`src/rtl/bus_router.sv`:
```
// bus_router: single-master data-bus router that decodes each request against per-slave
// address windows, forwards it to one slave and completes unmapped or hung accesses with an error.
module bus_router #(
  parameter int unsigned                         NUM_SLAVES     = 3,
  parameter int unsigned                         ADDR_W         = 32,
  parameter int unsigned                         DATA_W         = 32,
  parameter logic [NUM_SLAVES-1:0][ADDR_W-1:0]   SLAVE_BASE     = '0,
  parameter logic [NUM_SLAVES-1:0][ADDR_W-1:0]   SLAVE_MASK     = '0,
  parameter int unsigned                         TIMEOUT_CYCLES = 255,
  parameter logic [DATA_W-1:0]                   ERR_DATA       = 32'hDEAD_BEEF
) (
  input  logic                         clk_i,
  input  logic                         rst_i,
  input  logic                         m_valid_i,
  input  logic [ADDR_W-1:0]            m_addr_i,
  input  logic [DATA_W-1:0]            m_wdata_i,
  input  logic [(DATA_W/8)-1:0]        m_wstrb_i,
  output logic [DATA_W-1:0]            m_rdata_o,
  output logic                         m_ready_o,
  output logic [NUM_SLAVES-1:0]        s_valid_o,
  output logic [ADDR_W-1:0]            s_addr_o,
  output logic [DATA_W-1:0]            s_wdata_o,
  output logic [(DATA_W/8)-1:0]        s_wstrb_o,
  input  logic [NUM_SLAVES*DATA_W-1:0] s_rdata_i,
  input  logic [NUM_SLAVES-1:0]        s_ready_i,
  output logic                         err_o,
  output logic [ADDR_W-1:0]            err_addr_o,
  input  logic                         err_clr_i
);

  localparam int unsigned SEL_W = (NUM_SLAVES > 1) ? $clog2(NUM_SLAVES) : 1;
  localparam int unsigned CNT_W = (TIMEOUT_CYCLES > 0) ? $clog2(TIMEOUT_CYCLES + 1) : 1;
  localparam logic [CNT_W-1:0] CNT_LAST = CNT_W'((TIMEOUT_CYCLES > 0) ? TIMEOUT_CYCLES - 1 : 0);
  localparam logic TIMEOUT_EN = (TIMEOUT_CYCLES != 0);

  typedef enum logic [1:0] {
    IDLE    = 2'd0,
    FORWARD = 2'd1,
    RESP    = 2'd2
  } state_t;

  state_t                 state_r, next_state_s;
  logic [SEL_W-1:0]       sel_r;
  logic [CNT_W-1:0]       cnt_r;
  logic                   hit_any_s;
  logic [SEL_W-1:0]       hit_sel_s;
  logic [NUM_SLAVES-1:0]  hit_onehot_s;
  logic                   sel_ready_s;
  logic [DATA_W-1:0]      sel_rdata_s;
  logic                   timeout_s;
  logic                   load_req_s;
  logic                   unmapped_s;
  logic                   fwd_ok_s;
  logic                   fwd_to_s;

  logic [DATA_W-1:0]      m_rdata_r;
  logic                   m_ready_r;
  logic [NUM_SLAVES-1:0]  s_valid_r;
  logic [ADDR_W-1:0]      s_addr_r;
  logic [DATA_W-1:0]      s_wdata_r;
  logic [(DATA_W/8)-1:0]  s_wstrb_r;
  logic                   err_r;
  logic [ADDR_W-1:0]      err_addr_r;

  // Address decode; scanning downward leaves the lowest-index hit selected.
  always_comb begin
    hit_any_s    = 1'b0;
    hit_sel_s    = '0;
    hit_onehot_s = '0;
    for (int i = NUM_SLAVES - 1; i >= 0; i--) begin
      if ((m_addr_i & SLAVE_MASK[i]) == SLAVE_BASE[i]) begin
        hit_any_s = 1'b1;
        hit_sel_s = SEL_W'(i);
      end else begin
        hit_any_s = hit_any_s;
      end
    end
    for (int i = 0; i < NUM_SLAVES; i++) begin
      hit_onehot_s[i] = hit_any_s && (hit_sel_s == SEL_W'(i));
    end
  end

  // Response mux from the latched slave; other slaves' ready/data never reach the FSM.
  always_comb begin
    sel_ready_s = 1'b0;
    sel_rdata_s = '0;
    for (int i = 0; i < NUM_SLAVES; i++) begin
      if (sel_r == SEL_W'(i)) begin
        sel_ready_s = s_ready_i[i];
        sel_rdata_s = s_rdata_i[i*DATA_W +: DATA_W];
      end else begin
        sel_ready_s = sel_ready_s;
      end
    end
    timeout_s = TIMEOUT_EN && (cnt_r == CNT_LAST);
  end

  // State register.
  always_ff @(posedge clk_i) begin
    if (rst_i) begin
      state_r <= IDLE;
    end else begin
      state_r <= next_state_s;
    end
  end

  // Next-state logic.
  always_comb begin
    next_state_s = state_r;
    case (state_r)
      IDLE: begin
        if (m_valid_i) begin
          next_state_s = hit_any_s ? FORWARD : RESP;
        end else begin
          next_state_s = IDLE;
        end
      end
      FORWARD: begin
        if (sel_ready_s || timeout_s) begin
          next_state_s = RESP;
        end else begin
          next_state_s = FORWARD;
        end
      end
      RESP:    next_state_s = IDLE;
      default: next_state_s = IDLE;
    endcase
  end

  // Per-state control strobes; ready beats a coincident timeout.
  always_comb begin
    load_req_s = 1'b0;
    unmapped_s = 1'b0;
    fwd_ok_s   = 1'b0;
    fwd_to_s   = 1'b0;
    case (state_r)
      IDLE: begin
        load_req_s = m_valid_i;
        unmapped_s = m_valid_i && !hit_any_s;
      end
      FORWARD: begin
        fwd_ok_s = sel_ready_s;
        fwd_to_s = !sel_ready_s && timeout_s;
      end
      RESP:    fwd_ok_s = 1'b0;
      default: fwd_ok_s = 1'b0;
    endcase
  end

  // Request capture and slave-side outputs.
  always_ff @(posedge clk_i) begin
    if (rst_i) begin
      sel_r     <= '0;
      s_addr_r  <= '0;
      s_wdata_r <= '0;
      s_wstrb_r <= '0;
      s_valid_r <= '0;
    end else begin
      if (load_req_s) begin
        sel_r     <= hit_sel_s;
        s_addr_r  <= m_addr_i;
        s_wdata_r <= m_wdata_i;
        s_wstrb_r <= m_wstrb_i;
        s_valid_r <= hit_onehot_s;
      end else if (fwd_ok_s || fwd_to_s) begin
        s_valid_r <= '0;
      end
    end
  end

  // Master-side completion and wait counter; the counter only runs while forwarding.
  always_ff @(posedge clk_i) begin
    if (rst_i) begin
      m_ready_r <= 1'b0;
      m_rdata_r <= '0;
      cnt_r     <= '0;
    end else begin
      m_ready_r <= unmapped_s || fwd_ok_s || fwd_to_s;
      if (unmapped_s || fwd_to_s) begin
        m_rdata_r <= ERR_DATA;
      end else if (fwd_ok_s) begin
        m_rdata_r <= sel_rdata_s;
      end
      cnt_r <= (state_r == FORWARD) ? cnt_r + CNT_W'(1) : '0;
    end
  end

  // Sticky error flag; a new error outranks a simultaneous clear.
  always_ff @(posedge clk_i) begin
    if (rst_i) begin
      err_r      <= 1'b0;
      err_addr_r <= '0;
    end else begin
      if (unmapped_s || fwd_to_s) begin
        err_r <= 1'b1;
      end else if (err_clr_i) begin
        err_r <= 1'b0;
      end
      if (unmapped_s) begin
        err_addr_r <= m_addr_i;
      end else if (fwd_to_s) begin
        err_addr_r <= s_addr_r;
      end
    end
  end

  assign m_rdata_o  = m_rdata_r;
  assign m_ready_o  = m_ready_r;
  assign s_valid_o  = s_valid_r;
  assign s_addr_o   = s_addr_r;
  assign s_wdata_o  = s_wdata_r;
  assign s_wstrb_o  = s_wstrb_r;
  assign err_o      = err_r;
  assign err_addr_o = err_addr_r;

endmodule
```
`config.mk`:
```
export PLATFORM = sky130hd
export DESIGN_NAME = bus_router
export DESIGN_NICKNAME = d
export VERILOG_FILES = /design/src/rtl/bus_router.sv
export SDC_FILE = /design/constraint.sdc
export NUM_CORES = 1
export LEC_CHECK = 0
export ABC_AREA = 1
export ABC_CLOCK_PERIOD_IN_PS = 1350
export CAP_MARGIN = 20
export CORE_MARGIN = 2
export CORE_UTILIZATION = 34
export CTS_CLUSTER_DIAMETER = 60
export CTS_CLUSTER_SIZE = 25
export DETAILED_ROUTE_END_ITERATION = 7
export PLACE_DENSITY = 0.76
export SETUP_SLACK_MARGIN = 0.4
export SYNTH_ARGS = -nofsm -noshare
export SYNTH_HDL_FRONTEND = slang
export SYNTH_SLANG_ARGS = --single-unit
```
`constraint.sdc`:
```
create_clock -name clk_i -period 1.35 [get_ports clk_i]
set_input_delay 0.2025 -clock clk_i [delete_from_list [all_inputs] [get_ports clk_i]]
set_output_delay 0.2025 -clock clk_i [all_outputs]
set_load 0.02 [all_outputs]
```
==> flow_summary.yaml, run 1 <==
placement:
  port_buffers: 239
  post-dp-hpwl_um: 11100
  finalWeightedCongestion: 0.791
  pre_cts_slack_ns: -0.213
timing:
  hold_ws_ns: 0.340
  clock_skew_ns: 0.00662
  final.period_utilization_pct: 112
  hold_viol_final: 0
  setup_ws_ns: -0.162
  max_freq_ghz: 0.661
  setup-tns-final_ns: -1.10
  final_max_slew_viol_count: 0
  period_minus_slack_ns: 1.51
  grt_setup_unrepaired: "true"
  finalSetupViolCount: 31
synth:
  avgSynthCellArea_um2: 7.65
  synthMuxAreaShare_pct: 0
  synth_fa_ha_area_share_pct: 0.465
  synth_cell_types: 30
  synth-xor-area-share_pct: 0.163
  ys_seq_elements: 145
  yosysSeqAreaShare_pct: 53.9
  synth_top_family_by_area: "simple AND/OR/NAND/NOR gates"
  synth-compound-area-share_pct: 13.1
  syn_area_mm2: 0.00538
  synth_warnings: 0
  synth-simple-area-share_pct: 23.4
  synth_cells: 704
setup_path:
  worstPathMaxFanout: 7
  worstSetupPathType: "flop to flop"
  cp-start-kind: "flop"
  critPathCaptureType: "flop"
  crit_arrival_ns: 1.84
  required_ns: 1.68
grt:
  grt-ovfl-total: 0
  met1_usage_pct: 22.7
  grt_use_met2_pct: 31.9
  grt_pass1_wl_um: 25800
  antenna_found_initial: 0
  grtUsageMet3_pct: 7.59
  grt_start_max_net_pins: 52
  grt_pass1_vias: 5242
  busiest_layer: "met2"
  grt.total_usage_pct: 19.4
cells_and_area:
  post-route-util_pct: 68.6
  fin_nets: 1188
  diodes: 0
  drive_gt1_share_pct: 50.3
  area_growth_pct: 95.3
cts:
  cts_tree: "done"
  holdBufCountCts: 0
  htree_levels: 4
  cts.clk_slew.worst_paths_ns: 0.06
  clock_sinks: 145
  clock_latency_ns: 0.42
  cts_buffer_depth: 2
  cts_made_buffers: 17
  root_buffer: "clkbuf_16"
detailed_routing:
  routed_via_density: 4.75
  drtPass1Iterations: 4
  ant_nets: 0
  detail_route.wirelength_um: 20200
  wl_per_cell_um: 16.3
  drc: 0
  vias: 5890
  initialDrtViolationCount: 234
worst_hold_path:
  hp-class: "primary input to flop"
floorplan:
  die_h_um: 130
  die-area_mm2: 0.0169
  top_level_ports: 308
  die_w_um: 130
  core-area_mm2: 0.0153
  num_rows: 45
  start_util_pct: 35.2
job:
  maxCapViolations: 0
power:
  p_per_area_mw_per_mm2: 1120
  leakage_nw: 4.58
  ir_worst_vdd_uv: 809
status:
  status: "finished with violations"
  violations: "negative setup slack"
==> report_power, final <==
part | leakage, nW | switching, mW | total [mW] | internal [mW]
sequential | 1.24 | 0.192 | 4.76 | 4.57
clock | 0.268 | 1.81 | 4.47 | 2.66
combinational | 3.07 | 1.18 | 2.50 | 1.32
total | 4.58 | 3.18 | 11.7 | 8.56
==> metal layers <==
layer | vias up | share of wire, %
li1 | 2847 | -
met2 | 231 | 51
met3 | 42 | 7.4
met5 | - | 0
met4 | 0 | 2.8
met1 | 2770 | 39
==> worst max-delay path, cell delays in order, from the launching register on <==
cell and delay (ns):
dfxtp_1 0.34, nand2_2 0.10, nor2_4 0.18, nand3_4 0.12
nor2_8 0.27, clkbuf_16 0.21, nor2_1 0.04, nor2_1 0.15
==> sequential cells by signal, summed over array words and instances (netlist names) <==
signal and flops:
cnt_r 8, err_addr_o 32, err_o 1, m_rdata_o 32
m_ready_o 1, s_addr_o 32, s_valid_o 1, s_wdata_o 32
s_wstrb_o 4, state_r 2
==> area by class of cell <==
type / count / area (um^2)
Clock buffer: 22 / 474
Clock inverter: 10 / 85.1
Fill cell: 1150 / 4800
Inverter: 69 / 285
Multi-Input combinational cell: 448 / 2540
Sequential cell: 145 / 3080
Tap cell: 211 / 264
Timing Repair Buffer: 334 / 3780
==> Yosys cell counts <==
cell type | instances | area [um^2]
a21oi_1 | 48 | 240
buf_1 | 3 | 11.3
buf_2 | 14 | 70.1
buf_4 | 4 | 30.0
buf_6 | 3 | 33.8
clkbuf_1 | 20 | 75.1
clkinv_1 | 1 | 3.75
conb_1 | 1 | 3.75
dfxtp_1 | 145 | 2900
ha_1 | 2 | 25.0
inv_1 | 67 | 251
inv_2 | 1 | 3.75
nand2_1 | 60 | 225
nand2_2 | 2 | 12.5
nand2_4 | 1 | 11.3
nand3_1 | 36 | 180
nand3_2 | 1 | 10.0
nand3_4 | 1 | 17.5
nand3b_1 | 1 | 7.51
nand4_1 | 1 | 6.26
nor2_1 | 189 | 709
nor2_2 | 2 | 12.5
nor2_4 | 2 | 22.5
nor2_8 | 1 | 20.0
nor3_1 | 2 | 10.0
nor3b_1 | 1 | 7.51
o21ai_0 | 83 | 415
o21ai_1 | 10 | 50.1
or2_2 | 1 | 6.26
xnor2_1 | 1 | 8.76
==> through the flow <==
step | instances | cell area, um^2 | power [mW]
2_1_floorplan | 705 | 5520 | 5.60
3_3_place_gp | 1145 | 8260 | 6.52
3_5_place_dp | 1145 | 8260 | 6.54
4_1_cts | 1191 | 9470 | 11.3
5_1_grt | 1239 | 10500 | 12.2
6_report | 1239 | 10500 | 11.7
==> timing repair <==
action | in CTS | in global routing
buffers inserted | 12 | 28
pin swaps | 34 | 40
resized for setup | 993 | 121
setup endpoints to repair | 280 | 278
gates cloned | 2 | 20
==> kinds of logic (layout without fill, tap and decap cells) <==
kind of cell,count (synthesis),count (layout)
compound gates,141,141
simple gates,301,302
flops,145,145
fa+ha+maj,2,2
buf+inv,113,435
xor+xnor,1,1
other cells,1,2
==> cell usage in the layout (no fill, tap or decap), types with 14 or more instances in the layout <==
cell type        Yosys  routed
buf_6                3     151
nor2_1             189     149
dfxtp_2              0     139
clkdlybuf4s50_1      0     104
inv_1               67      60
nand2_1             60      56
buf_4                4      48
o21ai_1             10      43
a21oi_1             48      36
nand3_1             36      34
o21ai_2              0      31
nor2_4               2      31
clkbuf_16            0      28
o21ai_0             83      17
buf_12               0      14
==> worst paths after layout <==
| check | start | endpoint | slack, ns | depth (start not counted) |
|---|---|---|---|---|
| worst max-delay path | cnt_r[4] | err_addr_o[7] | -0.16 | 7 |
| worst min-delay path | s_rdata_i[8] | m_rdata_o[8] | 0.34 | 3 |
| worst max register to register | cnt_r[4] | err_addr_o[7] | -0.16 | 7 |
| worst min register to register | m_rdata_o[15] | m_rdata_o[15] | 0.47 | 2 |
(Power assumes the default switching activity.)
==> run 2: changes to the inputs <==
- CORE_MARGIN: 2 -> 4
==> run 2 against run 1 <==
The flow now finishes without violations. Global-route usage is 1.0 points lower. First-iteration DRC count is 7.7% higher. Routed wire length is 0.18% higher. Clock skew is 0.0027 ns higher. Non-clock buffer count is 33 lower. Power is 3.9% higher. Hold slack better by 0.0085 ns. Combinational power is 2% lower. Via count is 2.9% lower. Clock-buffer cell count is 1 lower. Critical path type unchanged. Highest routed layer unchanged.
==> flow_summary.yaml, run 2 (synthesis results as in run 1) <==
status:
  status: "complete, no violations"
setup_path:
  critical-path-max-stage-delay_ns: 0.34
  worstSetupPathType: "flop to flop"
  worstPathMaxFanout: 15
  crit_arrival_ns: 1.67
  critPathTopFamily: "simple AND/OR/NAND/NOR gates"
  critPathMostFrequentCell: "nor2_1"
  slowest_stage: "dfxtp_2"
  required_ns: 1.70
  crit_chain: "inv_4 > nor2_4 > buf_6 > nand3_4 > nor2_8 > buf_12 > nor2_1 > nor2_1"
  cp-start-kind: "flop"
  critPathCaptureType: "flop"
  cp_num_buf_inv: 3
floorplan:
  top_level_ports: 308
  start_util_pct: 35.0
  die_w_um: 134
  core-area_mm2: 0.0154
  die-area_mm2: 0.0179
  die_h_um: 134
  num_rows: 45
detailed_routing:
  wl_met1_um: 7480
  detail_route.wirelength_um: 20300
  wl_met2_um: 10600
  initialDrtViolationCount: 252
  wl_met3_um: 1760
  wl_per_cell_um: 16.8
  top_layer: "met4"
  drc: 0
  drtPass1Iterations: 5
  ant_nets: 0
  vias: 5722
  routed_via_density: 4.75
timing:
  hold_viol_final: 0
  max_freq_ghz: 0.754
  final.period_utilization_pct: 98.2
  grt_setup_unrepaired: "true"
  finalSetupViolCount: 0
  setup_ws_ns: 0.0246
  clock_skew_ns: 0.00935
  final_max_slew_viol_count: 0
  period_minus_slack_ns: 1.33
cells_and_area:
  fin_nets: 1154
  stdcell_area_mm2: 0.0104
  drive_gt1_share_pct: 51.4
  diodes: 0
  layout_commonest_cell: "nor2_1"
  n_fill_cell: 1141
  mostFrequentLayoutCells: "nor2_1, buf_6, dfxtp_2"
  stdcell_count: 1204
  area_growth_pct: 93.0
cts:
  cts_buffer_depth: 2
  cts.clk_slew.worst_paths_ns: 0.06
  clock_latency_ns: 0.42
  cts_tree: "done"
  clock_sinks: 145
  htree_levels: 4
  root_buffer: "clkbuf_16"
  cts_made_buffers: 17
grt:
  grt.total_usage_pct: 18.4
  grt-ovfl-total: 0
  antenna_found_initial: 0
  grt_pass1_vias: 5054
  grt_pass1_wl_um: 26300
  grt_start_max_net_pins: 53
job:
  maxCapViolations: 0
placement:
  finalWeightedCongestion: 0.755
  pre_cts_slack_ns: -0.215
  port_buffers: 239
  placed_area_mm2: 0.00823
  post-dp-hpwl_um: 11500
  dp.cells: 1140
power:
  p_per_area_mw_per_mm2: 1170
  ir_worst_vdd_uv: 1050
  leakage_nw: 4.45
worst_hold_path:
  hp-class: "primary input to flop"
## run 2: cell types whose count changed in the layout (fill, tap and decap cells not counted), sizes merged
cell      before  now
buf          217  186
bufinv         1    4
bufbuf         2    0
clkinvlp       5    3
clkbuf        33   32
inv           67   66
nand2         64   63
## run 2: final cells by class
| class | instances | area [um^2] | area share (%) |
|---|---|---|---|
| timing repair buffer | 301 | 3490 | 33.6 |
| sequential | 145 | 3090 | 29.7 |
| multi-input combinational | 447 | 2640 | 25.4 |
| clock buffer | 21 | 460 | 4.43 |
| inverter | 69 | 283 | 2.72 |
| tap | 211 | 264 | 2.54 |
| clock inverter | 10 | 159 | 1.53 |
## run 2: worst paths after layout
kind | start | to | slack (ns) | cells past startpoint
max | state_r[0] | err_addr_o[23] | 0.02 | 8
min | s_rdata_i[4] | m_rdata_o[4] | 0.35 | 3
max reg2reg | state_r[0] | err_addr_o[23] | 0.02 | 8
min reg2reg | m_rdata_o[10] | m_rdata_o[10] | 0.46 | 2
## run 2: power by group
part | leakage, nW | total [mW] | internal [mW] | switching, mW
clock network | 0.299 | 4.97 | 3.17 | 1.79
registers | 1.24 | 4.78 | 4.57 | 0.208
logic | 2.91 | 2.45 | 1.27 | 1.18
total | 4.45 | 12.2 | 9.02 | 3.18
## run 2: metrics by stage
step | hold WS (ns) | utilization, % | power (mW) | setup TNS, ns
finish | 0.348 | 67.6 | 12.2 | 0
global route | 0.339 | 67.6 | 12.6 | -0.628
CTS | 0.320 | 60.4 | 11.7 | 0
detailed placement | 0.444 | 53.6 | 6.55 | -12.14
global placement | 0.443 | 53.6 | 6.52 | -9.37
floorplan | 0.348 | - | 5.60 | 0
## run 2: routing by layer
layer / up-vias / global-route usage (%)
met5: - / 0
met4: 0 / 7.49
met3: 32 / 7.28
met2: 226 / 31.5
met1: 2700 / 20.4
li1: 2764 / -
## run 2: worst register-to-register path, cell delays in order (launching register included)
cell and delay, ns:
dfxtp_2 0.34, inv_4 0.04, nor2_4 0.14, buf_6 0.14
nand3_4 0.12, nor2_8 0.15, buf_12 0.16, nor2_1 0.05
nor2_1 0.12
## run 2: timing repair
item / in CTS / in global routing
hold buffers: 0 / 0
gates resized for setup: 945 / 210
pin swaps: 1 / 34
endpoints found under the setup margin: 280 / 280
gates cloned: 0 / 17
setup buffers: 7 / 9
==> patch 1: new RTL, flow settings as in run 1 <==
The 3 states of `state_t` get a one-hot encoding in 3 bits.
--- a/src/rtl/bus_router.sv
+++ b/src/rtl/bus_router.sv
@@ -34,8 +34,8 @@
   localparam logic TIMEOUT_EN = (TIMEOUT_CYCLES != 0);
 
-  typedef enum logic [1:0] {
-    IDLE    = 2'd0,
-    FORWARD = 2'd1,
-    RESP    = 2'd2
+  typedef enum logic [2:0] {
+    IDLE    = 3'b001,
+    FORWARD = 3'b010,
+    RESP    = 3'b100
   } state_t;
 
Formal check against the unedited RTL: same outputs for any inputs over 10 cycles, from zero or initial values and one cycle with rst_i high; not proved beyond that.
==> patch 1 against run 1 <==
The run still ends with negative setup slack left; design area up 8.7%; power up 12%; highest routed layer unchanged; synthesized area up 6.7%; routed wire length increased by 7.7%; cell count is 11% higher; via count rose by 7.3%; setup slack improved by 0.085 ns; die area rose by 6.5%; sequential power is essentially flat; non-clock buffer count increased by 19; sequential cell count rose by 1.
==> patch 1: results (changes against run 1) <==
syn avg cell area 7.07 µm² (-7.6%); length of routed wiring on met1 8630 µm (+10%); DR pass1 iterations 6 (+2); Routed WL 21,800 µm (+7.7%); Fin Setup TNS -0.899 ns (+0.202 ns); Max VDD drop 0.936 mV (+16%); Synth Area in XOR/XNOR 0.00152 (-0.000102); first-pass GRT wire length 27,400 µm (+6.0%); postcts setup bufs 30 (+18); Synth cell types 26 (-13%); vias per cell 4.59 (-3.4%); Final Skew 0.00626 ns (-0.000364 ns); worst r2r dst err_addr_o[5]$_SDFFE_PP0P_; Avg WL per Cell 15.8 µm (-3.0%); Leak Pwr 5.51 nW (+20%); Flop pwr share 0.364 (-0.042); crit path max fanout 35 (+28); dpl cells 1,255 (+9.6%); Setup-failing EPs final 33 (+6.5%); grt met1 use 0.216 (-0.0113); met3 WL 1450 µm (-2.5%); share of layout cells above drive strength 1 0.503 (about the same); Adder-Cell Fraction of Synth Area 0.00436 (-0.000293); Final Worst Setup Slack -0.0771 ns (+0.0849 ns); R2R Path Start cnt_r[0]$_SDFF_PP0_; Pint 0.00967 W (+13%); largest net degree at the start of global routing 69 (+33%); vias in the first global route 5,712 (+9.0%); top cells by area, synth dfxtp_1 51%, nor2_1 14%, nand2_1 11%; GR Layer Usage met3 0.0737 (-0.00215); dpl cell area 8560 µm² (+3.7%); Commonest cells post-synth 209 x nor2_1, 166 x nand2_1, 146 x dfxtp_1; met2 Usage GRT 0.320 (+0.000856); status finished, violations left; failing checks negative setup slack; placer congestion estimate 0.770 (-2.6%); multiplexer share of the synthesized area 0 (unchanged); Synth Area in Compound Gates 0.0767 (-0.0544); crit path max-delay cell type dfxtp_2; Post-DP HPWL 10,800 µm (-2.2%); Seq/Total Area, Yosys 0.509 (-0.0304); post-cts resize count 977 (-1.6%); min-delay src s_rdata_i[14]; DR iter-0 viols 282 (+21%); setup slack at placement -0.142 ns (+0.0716 ns)
patch 1: how the worst min path moves through the flow:
stage / cells past startpoint / end / slack [ns]
2_1_floorplan: 1 / err_o$_SDFFE_PP0P_ / 0.26
3_3_place_gp: 2 / m_rdata_o[20]$_SDFFE_PP0P_ / 0.45
3_5_place_dp: 2 / m_rdata_o[14]$_SDFFE_PP0P_ / 0.46
4_1_cts: 3 / m_rdata_o[14]$_SDFFE_PP0P_ / 0.33
5_1_grt: 3 / m_rdata_o[14]$_SDFFE_PP0P_ / 0.35
6_report: 3 / m_rdata_o[14]$_SDFFE_PP0P_ / 0.34
patch 1: kinds of logic after synthesis:
family,after synthesis
other cells,1
xor+xnor,1
fa+ha+maj,2
compound gates,88
buf+inv,163
simple gates,412
flops,146
patch 1: layout make-up:
type	count	area, µm²
sequential	146	3120
timing repair buffer	353	3920
multi-input combinational	505	2920
clock inverter	12	229
fill	1201	5090
clock buffer	20	457
timing repair inverter	1	30.0
tap	220	275
inverter	119	479
==> patch 2: new RTL, flow settings as in run 1 <==
Made on the original files. Set the parameter `TIMEOUT_CYCLES` to 510 (it was 255).
--- a/src/rtl/bus_router.sv
+++ b/src/rtl/bus_router.sv
@@ -7,5 +7,5 @@
   parameter logic [NUM_SLAVES-1:0][ADDR_W-1:0]   SLAVE_BASE     = '0,
   parameter logic [NUM_SLAVES-1:0][ADDR_W-1:0]   SLAVE_MASK     = '0,
-  parameter int unsigned                         TIMEOUT_CYCLES = 255,
+  parameter int unsigned                         TIMEOUT_CYCLES = 510,
   parameter logic [DATA_W-1:0]                   ERR_DATA       = 32'hDEAD_BEEF
 ) (
Behaviour: no difference found for any inputs over 10 cycles, from zero or initial values and one cycle with rst_i high; that may be too few to reach the edited logic, so the function may still have changed.
==> patch 2 against run 1 <==
The flow still finishes with violations (negative setup slack); first-iteration DRC count is 4.3% lower; cell count is 2.7% higher; design area is 1.8% higher; combinational power is 6% lower; critical path depth is 2 higher; synthesized area is 0.30% higher; power is 4.4% higher; clock skew is 0.0045 ns higher; setup slack better by 0.082 ns; global-route usage is 0.65 points higher; synthesized cell count is 4.5% higher; routed wire length is 2.5% lower; largest cell class unchanged; sequential cell count is 1 higher.
==> patch 2: results (changes against run 1) <==
Final Skew 0.0111 ns (+0.00446 ns); CP arrival 1.74 ns (-0.10 ns); crit path max fanout 12 (+5); min-delay src s_rdata_i[29]; worst setup path end err_addr_o[31]$_SDFFE_PP0P_; Pint 0.00904 W (+5.6%); Final Core Density 0.681 (-0.00512); share of layout cells above drive strength 1 0.507 (+0.00418); Worst setup startpoint cnt_r[1]$_SDFF_PP0_; dpl cell area 8240 µm² (-0.24%); Hold Path End m_rdata_o[29]$_SDFFE_PP0P_; placer congestion estimate 0.782 (-1.1%); Final clock-cell share 0.0595 (+0.00629); top cells by area, synth dfxtp_1 54%, nor2_1 18%, o21ai_0 8.2%; Synth top area share 0.541 (+0.00208); Synth cell types 24 (-20%); first-pass GRT wire length 26,400 µm (+2.2%); clock-net power 0.00510 W (+14%); length of routed wiring on met1 7690 µm (-1.6%); Leak Pwr 4.86 nW (+6.1%); row cnt 46 (+2.2%); # fillers 1,158 (+0.70%); NonClk Buf Share 0.341 (-0.0185); failing checks negative setup slack; Largest stage delay, worst path 0.32 ns (-0.02 ns); bufs w/o clock 326 (-2.4%); crit path max-delay cell type dfxtp_2; vias in the first global route 5,329 (+1.7%); R2R cell count 9 (+2); largest net degree at the start of global routing 59 (+13%); Multi-input gate area 2760 µm² (+8.6%); status finished, violations left; vias per cell 4.63 (-2.6%); Routed met2 length 10,200 µm (-1.7%); GR Util All Layers 0.201 (+0.00648); DR iter-0 viols 224 (-4.3%); met3 WL 1300 µm (-13%); Post-DP HPWL 10,500 µm (-4.7%); H-tree depth 4 (unchanged); Final Worst Setup Slack -0.0801 ns (+0.0820 ns); Setup-failing EPs final 58 (+87%); Max VDD drop 0.867 mV (+7.2%); # nets final 1,217 (+2.4%)
patch 2: timing repair:
item                                    in CTS  in global routing
endpoints found under the setup margin     279                281
pin swaps                                   23                 43
setup buffers                               34                  9
gates resized for setup                    976                196
gates cloned                                 5                 14
patch 2: per-layer routing:
layer,track usage,vias to the layer above
met1,0.232,2781
met3,0.0619,40
met5,0,-
li1,-,2885
met4,0.0942,0
met2,0.339,190
patch 2: cell families (layout without fill, tap and decap cells):
kind of cell,Yosys count,after routing,share of synthesized area
adder cells (fa/ha/maj),2,2,0.00463
XOR/XNOR,3,3,0.00487
AO/OA/AOI/OAI,110,110,0.102
buffers and inverters,110,427,0.0848
flip-flops,146,146,0.541
AND/OR/NAND/NOR,364,367,0.262
other,1,2,0.000694
patch 2: metrics by stage:
| stage | hold WS (ns) | setup TNS [ns] | std cells | total power [W] | setup WS, ns |
|---|---|---|---|---|---|
| 2_1_floorplan | 0.352 | 0 | 737 | 0.00557 | 0.0778 |
| 3_3_place_gp | 0.443 | -12.55 | 1179 | 0.00652 | -0.163 |
| 3_5_place_dp | 0.449 | -14.44 | 1179 | 0.00654 | -0.167 |
| 4_1_cts | 0.313 | -0.0253 | 1250 | 0.0119 | -0.00696 |
| 5_1_grt | 0.342 | -5.68 | 1273 | 0.0127 | -0.141 |
| 6_report | 0.328 | -1.35 | 1273 | 0.0123 | -0.0801 |
patch 2: worst min-delay path: cells and delay by family:
kind | cells | cell delay (ns)
AO/OA/AOI/OAI | 1 | 0.05
buffers and inverters | 1 | 0.39
AND/OR/NAND/NOR | 1 | 0.06
